**src/rtl/jk_excitation_driver.sv**
```systemverilog
// ---------------------------------------------------------------------------
// jk_excitation_driver
//
// Purpose:
//   Buffers a stream of desired Q values for an external JK flip-flop,
//   turns each one into a one-cycle J/K excitation, then checks the
//   flip-flop's fed-back Q against the desired value. Mismatches raise a
//   one-cycle err_pulse and bump a saturating error counter; every checked
//   bit bumps a wrapping done counter. One bit is serviced every 2 cycles
//   when the buffer is kept fed.
//
// Configuration macro:
//   JK_TOGGLE_OPT_EN  defined   -> toggle/hold excitation
//                                  (J=K=1 when target != q_exp, else J=K=0)
//                     undefined -> set/reset excitation
//                                  (target=1 -> J=1,K=0; target=0 -> J=0,K=1)
//
// Parameters:
//   FIFO_DEPTH  target-bit buffer entries (power of two, 2..16)
//   CNT_W       width of done_cnt
//
// Ports:
//   clk        in   single clock, rising edge
//   clear_n    in   asynchronous active-low reset (shared with external FF)
//   in_valid   in   in_bit carries a desired next Q value
//   in_bit     in   desired Q value
//   in_ready   out  buffer can accept a bit (= not full)
//   J, K       out  registered excitation to the external JK flip-flop
//   q_fb       in   Q fed back from the external flip-flop
//   busy       out  FSM not idle or buffer non-empty
//   err_pulse  out  registered one-cycle pulse per feedback mismatch
//   err_cnt    out  mismatch count, saturates at 255
//   done_cnt   out  checked-bit count, wraps to 0
// ---------------------------------------------------------------------------
module jk_excitation_driver #(
    parameter int FIFO_DEPTH = 4,
    parameter int CNT_W      = 16
) (
    input  logic             clk,
    input  logic             clear_n,
    input  logic             in_valid,
    input  logic             in_bit,
    output logic             in_ready,
    output logic             J,
    output logic             K,
    input  logic             q_fb,
    output logic             busy,
    output logic             err_pulse,
    output logic [7:0]       err_cnt,
    output logic [CNT_W-1:0] done_cnt
);

    localparam int          AW      = $clog2(FIFO_DEPTH);
    localparam logic [AW:0] DEPTH_C = (AW+1)'(FIFO_DEPTH);

    typedef enum logic [1:0] {
        ST_IDLE  = 2'b00,
        ST_DRIVE = 2'b01,
        ST_CHECK = 2'b10
    } state_t;

    state_t                state_r;
    state_t                state_nx_s;

    logic [FIFO_DEPTH-1:0] mem_r;
    logic [AW-1:0]         wr_ptr_r;
    logic [AW-1:0]         rd_ptr_r;
    logic [AW:0]           count_r;

    logic                  full_s;
    logic                  empty_s;
    logic                  push_s;
    logic                  pop_s;
    logic                  head_s;

    logic                  target_r;
    logic                  q_exp_r;
    logic                  q_ref_s;
    logic [1:0]            exc_s;
    logic                  j_nx_s;
    logic                  k_nx_s;
    logic                  check_s;
    logic                  mismatch_s;

`ifdef JK_TOGGLE_OPT_EN
    // Toggle/hold: only excite when the flip-flop has to change state.
    function automatic logic [1:0] excite(input logic q_cur, input logic tgt);
        excite = (tgt != q_cur) ? 2'b11 : 2'b00;
    endfunction
`else
    // Set/reset: the excitation depends only on the target, never on Q.
    function automatic logic [1:0] excite(input logic unused_q, input logic tgt);
        excite = tgt ? 2'b10 : 2'b01;
    endfunction
`endif

    // Buffer status; full and empty are told apart by the occupancy count.
    assign full_s   = (count_r == DEPTH_C);
    assign empty_s  = (count_r == {(AW+1){1'b0}});
    assign head_s   = mem_r[rd_ptr_r];
    assign push_s   = in_valid & ~full_s;
    assign in_ready = ~full_s;
    assign busy     = (state_r != ST_IDLE) | ~empty_s;

    assign mismatch_s = q_fb ^ target_r;

    // Excitation reference: leaving CHECK the flip-flop state is resynchronised
    // from q_fb in the same edge, so the freshly observed value is used there.
    always_comb begin
        q_ref_s = q_exp_r;
        if (state_r == ST_CHECK) begin
            q_ref_s = q_fb;
        end else begin
            q_ref_s = q_exp_r;
        end
        exc_s = excite(q_ref_s, head_s);
    end

    // Next-state and per-edge actions of the IDLE/DRIVE/CHECK sequencer.
    always_comb begin
        state_nx_s = state_r;
        pop_s      = 1'b0;
        check_s    = 1'b0;
        j_nx_s     = 1'b0;
        k_nx_s     = 1'b0;
        case (state_r)
            ST_IDLE: begin
                if (!empty_s) begin
                    pop_s      = 1'b1;
                    j_nx_s     = exc_s[1];
                    k_nx_s     = exc_s[0];
                    state_nx_s = ST_DRIVE;
                end else begin
                    state_nx_s = ST_IDLE;
                end
            end
            ST_DRIVE: begin
                state_nx_s = ST_CHECK;
            end
            ST_CHECK: begin
                check_s = 1'b1;
                if (!empty_s) begin
                    pop_s      = 1'b1;
                    j_nx_s     = exc_s[1];
                    k_nx_s     = exc_s[0];
                    state_nx_s = ST_DRIVE;
                end else begin
                    state_nx_s = ST_IDLE;
                end
            end
            default: begin
                state_nx_s = ST_IDLE;
            end
        endcase
    end

    // Sequencer state register.
    always_ff @(posedge clk or negedge clear_n) begin
        if (!clear_n) begin
            state_r <= ST_IDLE;
        end else begin
            state_r <= state_nx_s;
        end
    end

    // Circular target-bit buffer; pointers wrap naturally at the power-of-two depth.
    always_ff @(posedge clk or negedge clear_n) begin
        if (!clear_n) begin
            mem_r    <= {FIFO_DEPTH{1'b0}};
            wr_ptr_r <= {AW{1'b0}};
            rd_ptr_r <= {AW{1'b0}};
            count_r  <= {(AW+1){1'b0}};
        end else begin
            if (push_s) begin
                mem_r[wr_ptr_r] <= in_bit;
                wr_ptr_r        <= wr_ptr_r + AW'(1);
            end
            if (pop_s) begin
                rd_ptr_r <= rd_ptr_r + AW'(1);
            end
            case ({push_s, pop_s})
                2'b10:   count_r <= count_r + (AW+1)'(1);
                2'b01:   count_r <= count_r - (AW+1)'(1);
                default: count_r <= count_r;
            endcase
        end
    end

    // Excitation outputs, target capture, feedback check and counters.
    always_ff @(posedge clk or negedge clear_n) begin
        if (!clear_n) begin
            J         <= 1'b0;
            K         <= 1'b0;
            target_r  <= 1'b0;
            q_exp_r   <= 1'b0;
            err_pulse <= 1'b0;
            err_cnt   <= 8'd0;
            done_cnt  <= {CNT_W{1'b0}};
        end else begin
            J         <= j_nx_s;
            K         <= k_nx_s;
            err_pulse <= check_s & mismatch_s;
            if (pop_s) begin
                target_r <= head_s;
            end
            if (check_s) begin
                q_exp_r  <= q_fb;
                done_cnt <= done_cnt + CNT_W'(1);
                if (mismatch_s && (err_cnt != 8'hFF)) begin
                    err_cnt <= err_cnt + 8'd1;
                end
            end
        end
    end

endmodule

```
**config.mk**
```make
export PLATFORM = sky130hd
export DESIGN_NAME = jk_excitation_driver
export DESIGN_NICKNAME = d
export VERILOG_FILES = /design/src/rtl/jk_excitation_driver.sv
export SDC_FILE = /design/constraint.sdc
export NUM_CORES = 1
export LEC_CHECK = 0
export BUFFER_PORTS_ARGS = -buffer_cell sky130_fd_sc_hd__buf_2
export CAP_MARGIN = 20
export CORE_UTILIZATION = 50
export CTS_CLUSTER_DIAMETER = 200
export DETAILED_ROUTE_END_ITERATION = 8
export GPL_ROUTABILITY_DRIVEN = 0
export PLACE_DENSITY = 0.76
export SYNTH_ARGS = -nofsm -noshare
export SYNTH_HDL_FRONTEND = slang
export SYNTH_SLANG_ARGS = --single-unit
```
**constraint.sdc**
```tcl
create_clock -name clk -period 4.6 [get_ports clk]
set_clock_uncertainty 0.1 [all_clocks]
set_input_delay 0.23 -clock clk [delete_from_list [all_inputs] [get_ports clk]]
set_output_delay 0.23 -clock clk [all_outputs]
set_load 0.05 [all_outputs]
```
==> results.sh <==
export IMPL_status="completed"
export IMPL_finalMaxSlewViolations=0
export IMPL_max_cap_violations=0
export IMPL_synth_cell_area_sq_um=1886
export IMPL_p_int_uw=802.6
export IMPL_ys_top_cells_by_area="dfrtp_1, xor2_1, xnor2_1"
export IMPL_n_antenna_cell=0
export IMPL_dr_pass1_iters=4
export IMPL_synth_nets=171
export IMPL_async_flop_share=1.000
export IMPL_postCtsSetupBuffers=0
export IMPL_hpwl_mm=2.306
export IMPL_cts_buffers=5
export IMPL_gr_total_overflow=0
export IMPL_clk_latency_ns=0.29
export IMPL_worst_setup_path_type="reg -> reg"
export IMPL_required_ns=4.71
export IMPL_nets=211
export IMPL_synthAdderAreaFrac=0.05707
export IMPL_cp_start_kind="register"
export IMPL_synth_top_family_by_area="simple AND/OR/NAND/NOR gates"
export IMPL_finalSetupTns_ns=0
export IMPL_post_route_drc_count=0
export IMPL_grt_max_degree=42
export IMPL_grt_antenna_before_repair=0
export IMPL_finalSetupViolations=0
export IMPL_vias_per_cell=5.053
export IMPL_syn_area_per_cell_sq_um=11.93
export IMPL_fin_util=0.6324
export IMPL_netlist_instances=158
export IMPL_hold_path_class="in -> reg"
export IMPL_tightest_slew_ns=0.8680
export IMPL_rows=21
export IMPL_swShare=0.4347
export IMPL_grt_pass1_vias=1280
export IMPL_drive_gt1_frac=0.2764
export IMPL_synth_simple_area_share=0.1758
export IMPL_post_drt_wl_per_cell_um=12.71
export IMPL_seq_area_frac_synth=0.5441
export IMPL_comb_power_share=0.432
export IMPL_ys_top_cells_by_count="dfrtp_1, nand2_1, xor2_1, xnor2_1, nor2_1"
export IMPL_grtUsageTotal=0.1825
export IMPL_postRouteAntennaNets=0
export IMPL_fin_crit_sh=0.4700
export IMPL_start_util=0.5437
export IMPL_final_hold_viol_count=0
export IMPL_synth_compound_area_frac=0.008626
export IMPL_clockBufferDepth=2
export IMPL_pwr_share_seq=0.412
export IMPL_path_clk_slew_ns=0.07
export IMPL_drt_iter0_drc=50
export IMPL_cts_sinks=41
export IMPL_grt_pass1_wl_mm=5.630
export IMPL_irDropWorstVdd_uv=316.4
export IMPL_die_h_um=63.41
export IMPL_synth_edff_count=0
export IMPL_clkPwrFrac=0.156
export IMPL_rsz0062_at_grt="false"
export IMPL_yosysMostFrequentCell="dfrtp_1"
export IMPL_fmax_ghz=0.4626
export IMPL_vias=1238
export IMPL_area_growth_pct=16.32
export IMPL_crit_fanout=6
export IMPL_core_area_sq_um=3468
export IMPL_synth_xor_area_frac=0.1254
export IMPL_regToRegSetupSlack_ns=2.44
export IMPL_io_buffers=33
export IMPL_endpoint_kind="register"
export IMPL_cts_tree="done"
export IMPL_synth_top_area_cell="dfrtp_1"
export IMPL_die_w_um=63.41
export IMPL_wirelength_mm=3.114
export IMPL_io_pins=34
export IMPL_ys_seq_elements=41
export IMPL_synthFlopType="dfrtp_1"
export IMPL_ys_warnings_count=0
export IMPL_cts_root_buf="clkbuf_8"
export IMPL_worstPathArrival_ns=2.28
export IMPL_synthDistinctLibCells=28
export IMPL_cts_resized=0
export IMPL_cts_max_level=2
export IMPL_max_slew_margin=0.4213
export IMPL_design_die_area_sq_um=4021
export IMPL_p_leak_nw=1.128
export IMPL_muxShareOfSynthArea=0.07100
export IMPL_p_sw_uw=617.2
export IMPL_p_per_area_nw_per_um2=647.3
export IMPL_synth_top_area_share=0.5441
export IMPL_period_needed_ns=2.162
layout by cell type, fill, tap and decap left out, types with 6 or more instances in the layout:
master | netlist | final
nand2_1 | 18 | 18
buf_2 | 0 | 33
dfrtp_1 | 41 | 41
xnor2_1 | 12 | 12
nor3_1 | 6 | 6
xor2_1 | 15 | 15
inv_1 | 7 | 7
nand3_1 | 7 | 7
nor2_1 | 10 | 10
mux2_2 | 9 | 9
ha_1 | 7 | 7
cell type report:
cell class / count / area [sq um]
fillers: 308 / 1275
flip-flops and latches: 41 / 1026
multi-input cells: 109 / 825.8
repair buffers: 34 / 175.2
clock buffers: 6 / 72.57
well taps: 46 / 57.56
inverters: 7 / 26.28
clock inverters: 2 / 10.01
sequential cells by signal, summed over array words and instances (netlist names), 2 cells and up:
signal / cells
count_r: 3
done_cnt: 16
err_cnt: 8
mem_r: 4
rd_ptr_r: 2
state_r: 2
wr_ptr_r: 2
worst paths after layout:
| check | cells past startpoint | from | endpoint |
|---|---|---|---|
| max | 8 | count_r[2] | count_r[2] |
| min | 2 | in_bit | mem_r[2] |
| max reg2reg | 8 | count_r[2] | count_r[2] |
| min reg2reg | 1 | done_cnt[15] | done_cnt[15] |
| max in group asynchronous | 2 | clear_n | err_cnt[3] |
| min in group asynchronous | 2 | clear_n | done_cnt[5] |
power groups by stage:
stage / Sequential, mW / Clock, mW / Combinational (mW)
after floorplan: 0.739 / 0 / 0.321
after global placement: 0.579 / 0 / 0.589
after detailed placement: 0.591 / 0 / 0.617
after CTS: 0.584 / 0.230 / 0.620
after global routing: 0.603 / 0.243 / 0.674
final: 0.585 / 0.222 / 0.613
metal layers:
metal  up-vias  wire (um)  global-route usage
met3         6        148             0.05616
met2        25       1607              0.3218
met5         -          0                   0
li1        602          -                   -
met1       605       1316              0.2069
met4         0         42             0.06250
cell families (layout without fill, tap and decap cells):
kind of cell               count (synthesis)  count (layout)
muxes                                     11              11
and+or+nand+nor                           61              61
xor gates and xnor gates                  27              27
adders and majority gates                  8               8
DFF                                       41              41
AOI/OAI and AO/OA                          2               2
buffers and inverters                      8              49
per-stage QoR:
step                      hold WS, ns  instance area [sq um]  setup slack (ns)  total power [mW]  instances
final                          0.1196                   2193             2.438             1.420        245
after global routing           0.1188                   2193             2.260             1.521        245
after CTS                      0.1097                   2193             2.424             1.435        245
after detailed placement       0.2985                   2101             2.449             1.208        236
after global placement         0.2887                   2101             2.582             1.168        236
after floorplan               -0.1656                   1886             2.674             1.060        158
critical path, cell delays in order, from the launching register on:
cell and delay [ns]:
dfrtp_1 0.43, nor3_1 0.09, nor2_1 0.33, ha_1 0.27, inv_1 0.07, fa_1 0.38, xor2_1 0.15, nor2_1 0.11
xor2_1 0.15
what timing repair did:
| action | 4_1_cts | 5_1_grt |
|---|---|---|
| setup endpoints to repair | 0 | 0 |
| hold buffers | 1 | 0 |
| hold endpoints to repair | 41 | 0 |
Note: power is estimated with default switching activity, not from simulation.
